`src/rtl/cmp_pkg.sv`:
```
// Shared definitions for the iterative comparator: relation opcodes,
// controller states and the relation-select function.
package cmp_pkg;

    localparam logic [2:0] OP_LT = 3'd0;
    localparam logic [2:0] OP_LE = 3'd1;
    localparam logic [2:0] OP_EQ = 3'd2;
    localparam logic [2:0] OP_NE = 3'd3;
    localparam logic [2:0] OP_GT = 3'd4;
    localparam logic [2:0] OP_GE = 3'd5;

    typedef enum logic [1:0] {
        IDLE = 2'd0,
        RUN  = 2'd1,
        DONE = 2'd2
    } state_e;

    // Map the raw flags to the selected relation; reserved opcodes give 0.
    function automatic logic rel_result(input logic [2:0] op,
                                        input logic       lt,
                                        input logic       eq,
                                        input logic       gt);
        logic r;
        r = 1'b0;
        case (op)
            OP_LT:   r = lt;
            OP_LE:   r = lt | eq;
            OP_EQ:   r = eq;
            OP_NE:   r = ~eq;
            OP_GT:   r = gt;
            OP_GE:   r = gt | eq;
            default: r = 1'b0;
        endcase
        return r;
    endfunction

endpackage

```
`src/rtl/cmp_slice.sv`:
```
// Combinational CHUNK-bit magnitude compare. flip_i inverts the MSB of
// both operands so a signed top chunk can reuse the unsigned compare.
module cmp_slice #(
    parameter int unsigned CHUNK = 4
) (
    input  logic [CHUNK-1:0] a_i,
    input  logic [CHUNK-1:0] b_i,
    input  logic             flip_i,
    output logic             lt_o,
    output logic             eq_o,
    output logic             gt_o
);

    localparam logic [CHUNK-1:0] MSB_MASK = CHUNK'(1) << (CHUNK - 1);

    logic [CHUNK-1:0] a_m;
    logic [CHUNK-1:0] b_m;

    // Optional sign-bit inversion followed by an unsigned compare.
    always_comb begin
        a_m  = a_i ^ (flip_i ? MSB_MASK : '0);
        b_m  = b_i ^ (flip_i ? MSB_MASK : '0);
        lt_o = (a_m < b_m);
        eq_o = (a_m == b_m);
        gt_o = (a_m > b_m);
    end

endmodule

```
`src/rtl/iter_compare.sv`:
```
// Iterative magnitude comparator: walks the operands CHUNK bits per cycle
// from the MSB and stops at the first differing chunk.
// Optional feature macro: ITER_COMPARE_SIGNED_EN enables the signed mode
// selected by sgn; without it sgn is ignored and all compares are unsigned.
module iter_compare
    import cmp_pkg::*;
#(
    parameter int unsigned WIDTH = 16,
    parameter int unsigned CHUNK = 4
) (
    input  logic             clk,
    input  logic             rst,
    input  logic             start,
    input  logic [WIDTH-1:0] x,
    input  logic [WIDTH-1:0] y,
    input  logic [2:0]       op,
    input  logic             sgn,
    output logic             busy,
    output logic             done,
    output logic             o,
    output logic             lt,
    output logic             eq,
    output logic             gt
);

    localparam int unsigned NCHUNK = WIDTH / CHUNK;
    localparam int unsigned CW     = (NCHUNK > 1) ? $clog2(NCHUNK) : 1;

    state_e           state_q, state_d;
    logic [CW-1:0]    cnt_q, cnt_d;
    logic [WIDTH-1:0] x_q, x_d;
    logic [WIDTH-1:0] y_q, y_d;
    logic [2:0]       op_q, op_d;
    logic             lt_q, lt_d, eq_q, eq_d, gt_q, gt_d, o_q, o_d;
    logic             busy_q, busy_d, done_q, done_d;

    logic [CHUNK-1:0] xa, yb;
    logic             flip;
    logic             s_lt, s_eq, s_gt;

`ifdef ITER_COMPARE_SIGNED_EN
    logic             sgn_q, sgn_d;

    // Sign inversion applies to the top chunk only.
    always_comb begin
        flip = sgn_q && (cnt_q == '0);
    end
`else
    logic             unused_sgn;

    assign unused_sgn = sgn;

    // Unsigned-only build: no sign inversion.
    always_comb begin
        flip = 1'b0;
    end
`endif

    // Chunk mux: cnt 0 selects the most significant chunk.
    always_comb begin
        xa = '0;
        yb = '0;
        for (int i = 0; i < NCHUNK; i++) begin
            if (cnt_q == CW'(NCHUNK - 1 - i)) begin
                xa = x_q[i*CHUNK +: CHUNK];
                yb = y_q[i*CHUNK +: CHUNK];
            end
        end
    end

    cmp_slice #(.CHUNK(CHUNK)) u_slice (
        .a_i    (xa),
        .b_i    (yb),
        .flip_i (flip),
        .lt_o   (s_lt),
        .eq_o   (s_eq),
        .gt_o   (s_gt)
    );

    // Next-state, operand capture and result update.
    always_comb begin
        state_d = state_q;
        cnt_d   = cnt_q;
        x_d     = x_q;
        y_d     = y_q;
        op_d    = op_q;
        lt_d    = lt_q;
        eq_d    = eq_q;
        gt_d    = gt_q;
        o_d     = o_q;
`ifdef ITER_COMPARE_SIGNED_EN
        sgn_d   = sgn_q;
`endif
        case (state_q)
            IDLE, DONE: begin
                if (start) begin
                    x_d     = x;
                    y_d     = y;
                    op_d    = op;
`ifdef ITER_COMPARE_SIGNED_EN
                    sgn_d   = sgn;
`endif
                    cnt_d   = '0;
                    state_d = RUN;
                end else begin
                    state_d = IDLE;
                end
            end
            RUN: begin
                if (!s_eq) begin
                    lt_d    = s_lt;
                    eq_d    = 1'b0;
                    gt_d    = s_gt;
                    o_d     = rel_result(op_q, s_lt, 1'b0, s_gt);
                    state_d = DONE;
                end else if (cnt_q == CW'(NCHUNK - 1)) begin
                    lt_d    = 1'b0;
                    eq_d    = 1'b1;
                    gt_d    = 1'b0;
                    o_d     = rel_result(op_q, 1'b0, 1'b1, 1'b0);
                    state_d = DONE;
                end else begin
                    cnt_d   = cnt_q + CW'(1);
                end
            end
            default: state_d = IDLE;
        endcase
        busy_d = (state_d == RUN);
        done_d = (state_d == DONE);
    end

    // State and output registers with synchronous reset.
    always_ff @(posedge clk) begin
        if (rst) begin
            state_q <= IDLE;
            cnt_q   <= '0;
            x_q     <= '0;
            y_q     <= '0;
            op_q    <= '0;
            lt_q    <= 1'b0;
            eq_q    <= 1'b0;
            gt_q    <= 1'b0;
            o_q     <= 1'b0;
            busy_q  <= 1'b0;
            done_q  <= 1'b0;
`ifdef ITER_COMPARE_SIGNED_EN
            sgn_q   <= 1'b0;
`endif
        end else begin
            state_q <= state_d;
            cnt_q   <= cnt_d;
            x_q     <= x_d;
            y_q     <= y_d;
            op_q    <= op_d;
            lt_q    <= lt_d;
            eq_q    <= eq_d;
            gt_q    <= gt_d;
            o_q     <= o_d;
            busy_q  <= busy_d;
            done_q  <= done_d;
`ifdef ITER_COMPARE_SIGNED_EN
            sgn_q   <= sgn_d;
`endif
        end
    end

    assign busy = busy_q;
    assign done = done_q;
    assign o    = o_q;
    assign lt   = lt_q;
    assign eq   = eq_q;
    assign gt   = gt_q;

endmodule

```
`config.mk`:
```
export PLATFORM = sky130hd
export DESIGN_NAME = iter_compare
export DESIGN_NICKNAME = d
export VERILOG_FILES = /design/src/rtl/cmp_pkg.sv /design/src/rtl/cmp_slice.sv /design/src/rtl/iter_compare.sv
export SDC_FILE = /design/constraint.sdc
export NUM_CORES = 1
export LEC_CHECK = 0
export ABC_AREA = 0
export CAP_MARGIN = 20
export CORE_MARGIN = 5
export CORE_UTILIZATION = 50
export DETAILED_ROUTE_END_ITERATION = 12
export PLACE_DENSITY = 0.79
export SLEW_MARGIN = 20
export SYNTH_ARGS = -nofsm -noshare
export SYNTH_HDL_FRONTEND = slang
export SYNTH_SLANG_ARGS = --single-unit
```
`constraint.sdc`:
```
create_clock -name clk -period 4.3 [get_ports clk]
set_clock_uncertainty 0.1 [all_clocks]
set_input_delay 0.86 -clock clk [delete_from_list [all_inputs] [get_ports clk]]
set_output_delay 0.86 -clock clk [all_outputs]
set_load 0.01 [all_outputs]
```
==> impl_metrics.csv <==
group,metric,value,unit
run_status,status,"completed",
setup_path,startpoint,"cnt_q[0]",
clock_network,cts.sinks,45,
yosys,synthesis.area,0.002016,mm²
yosys,yosys_warnings,0,
grt,overflow,0,
place,post-dp-hpwl,3.300,mm
floorplan,die_w,73.50,µm
timing,tns,0,ps
yosys,synth_top_area_cell,"dfxtp_1",
routing,route.vias.total,1840,
pwr,pwr-share-seq,53.1,%
timing,relSlewSlack,45.03,%
clock_network,hold_buffers,0,
clock_network,post_cts_buffers,0,
setup_path,critPathTopFamily,"compound AO/OA/AOI/OAI gates",
final_layout,finalNonFillerCells,350,
setup_path,timing.rr.end,"o",
floorplan,die_height,73.50,µm
setup_path,crit_chain,"inv_1 > ha_1 > nand3b_1 > a21oi_1 > a21oi_1 > o21ai_1 > ha_1 > o21ai_1 > a21oi_1 > or4_4 > a221oi_2",
setup_path,end_kind,"register",
grt,grt_util_all_layers,17.93,%
setup_path,crit_top_cell,"a21oi_1",
yosys,yosysUniqueCellTypes,29,
final_layout,num-nets-final,346,
pwr,p_leak,0.9491,nW
floorplan,dieArea,0.005402,mm²
timing,period_minus_slack,2975,ps
pwr,pwr_density_cell,340.5,mW/mm²
final_layout,antenna_cells_inserted,0,
timing,setup_viol,0,
timing,fmax,0.3361,GHz
setup_path,worst-path-stages,11,
yosys,synth_most_common_cell,"nand2_1",
hold_path,hold_class,"register to register",
yosys,yosysTopAreaCellShare,44.69,%
grt,grt_pass1_wl,7.555,mm
final_layout,area_growth,26.32,%
clock_network,tritoncts,"yes",
pwr,power,0.8670,mW
timing,final-hold-violation-count,0,
floorplan,core_area,0.003943,mm²
clock_network,cts_buffer_depth,2,
grt,grt_max_degree,28,
place,place_area,0.002466,mm²
yosys,ys_async_sr_fraction,0,%
run,maxCapViolations,0,
clock_network,htree_levels,2,
setup_path,r2r_start,"cnt_q[0]",
timing,rsz0062_at_grt,"no",
timing,worst_pin_slew,822.0,ps
clock_network,cts_buffers,5,
floorplan,io_pins,45,
final_layout,drive_above_1_share,4.000,%
pwr,swShare,26.25,%
floorplan,rows,23,
yosys,synth_area_leaders,"dfxtp_1, nand2_1, a21oi_1",
yosys,avgSynthCellArea,7.664,µm²
yosys,syn-num-nets,310,
clock_network,cts-root-buf,"clkbuf_8",
setup_path,slowest_delay,430,ps
timing,min_period_over_period,69.19,%
yosys,synth_edf_count,0,
routing,drt_iter0_drc,110,
setup_path,crit_end,"o",
setup_path,reg2reg_depth,11,
routing,avgRoutedWirePerCell,13.01,µm
setup_path,path_max_fanout,16,
pwr,clkPwrFrac,28.4,%
place,dp_cells,342,
yosys,synth_cells,263,
place,routabilityCongestion,0.7841,
routing,routed_via_density,5.257,
grt,antenna_found_initial,0,
pwr,ir_drop,0.2291,mV
setup_path,cpMaxStageDelayCell,"or4_4",
yosys,yosys_most_used_dff,"dfxtp_1",
setup_path,rrSetupSlack,1320,ps
pwr,p_int,0.6394,mW
setup_path,critical_path.startpoint_type,"register",
clock_network,clock_latency,290,ps
routing,drt-pass1-iter-count,4,
floorplan,start_util,51.13,%
clock_network,clk_pin_slew,80,ps
pwr,combPwrFrac,18.6,%
routing,drt-total-wl,4.554,mm
routing,ant_nets,0,
pwr,power.switching,0.2276,mW
setup_path,crit_required,4400,ps
timing,drv_slew,0,
setup_path,worstSetupPathType,"register to register",
yosys,synth_common_cells,"nand2_1, a21oi_1, dfxtp_1",
yosys,synth_seq_area_share,44.69,%
setup_path,critPathArrivalTime,3080,ps
yosys,synth_seq_cells,45,
clock_network,cts_resized,0,
routing,drc,0,
final_layout,stdcell_area,0.002546,mm²
grt,grt_pass1_vias,1760,
final_layout,num-fill-cells,373,
setup_path,crit_buf_inv,1,
place,placement.io_buffers,43,
[power by group through the flow]
stage,clock network (mW),registers (mW),logic [mW]
floorplan,0,0.467,0.0969
global placement,0,0.468,0.157
detailed placement,0,0.470,0.161
CTS,0.251,0.460,0.162
global route,0.267,0.463,0.181
finish,0.246,0.460,0.161
[worst reg2reg max path, cell delays in order (launching register included)]
cell and delay [ps]:
dfxtp_1 410, inv_1 90, ha_1 390, nand3b_1 250, a21oi_1 220, a21oi_1 80, o21ai_1 180, ha_1 270
o21ai_1 120, a21oi_1 90, or4_4 430, a221oi_2 260
[per-stage QoR]
step / hold WS, ps / utilization (%) / setup WS [ps]
after floorplan: 331.8 / - / 1682
after global placement: 339.7 / 62.55 / 1441
after detailed placement: 348.9 / 62.55 / 1365
after CTS: 359.5 / 64.58 / 1351
after global routing: 379.8 / 64.58 / 1089
final: 356.0 / 64.58 / 1325
[registers in the layout, summed over array words and instances (netlist names)]
name and count:
busy 1, cnt_q 2, done 1, eq 1
gt 1, lt 1, o 1, op_q 3
state_q 2, x_q 16, y_q 16
[kinds of logic after synthesis]
kind of cell | after synthesis | share of synthesized area (%)
AO/OA/AOI/OAI | 70 | 19.37
adder cells (fa/ha/maj) | 8 | 4.966
buffers and inverters | 20 | 3.910
flip-flops | 45 | 44.69
multiplexers | 2 | 1.055
AND/OR/NAND/NOR | 118 | 26.01
[routing by layer]
| metal | GRT usage (%) | vias to the layer above | routed length (µm) |
|---|---|---|---|
| met2 | 31.50 | 41 | 2243 |
| met3 | 4.514 | 6 | 249 |
| li1 | - | 954 | - |
| met4 | 5.433 | 0 | 44 |
| met1 | 21.34 | 839 | 2016 |
| met5 | 0 | - | 0 |
[layout make-up]
type                    count  area (µm²)  area share (%)
multi-input cells         198        1039           40.79
flip-flops and latches     45       900.9           35.38
repair buffers             46       452.9           17.79
clock buffers               8       80.08           3.145
well taps                  50       62.56           2.457
inverters                   3       11.26          0.4423
[how the worst min path moves through the flow]
stage | from | endpoint | slack (ps) | depth (start not counted)
after CTS | x_q[0] | x_q[0] | 360 | 2
after global placement | y_q[2] | y_q[2] | 340 | 2
after floorplan | x_q[0] | x_q[0] | 330 | 2
after global routing | x_q[11] | x_q[11] | 380 | 2
after detailed placement | x_q[0] | x_q[0] | 350 | 2
final | y_q[3] | y_q[3] | 360 | 2
[layout by cell type (no fill, tap or decap), drive strengths merged, types with 3 or more instances in the layout]
cell	n
inv	3
a221oi	5
nand3b	5
nor2b	10
nor3	6
nand2	82
clkbuf	8
a21oi	54
o21ai	7
nand2b	3
clkdlybuf4s50	43
dfxtp	45
ha	8
nor2	5
buf	3
No activity file was read; power rests on OpenSTA's default activity.
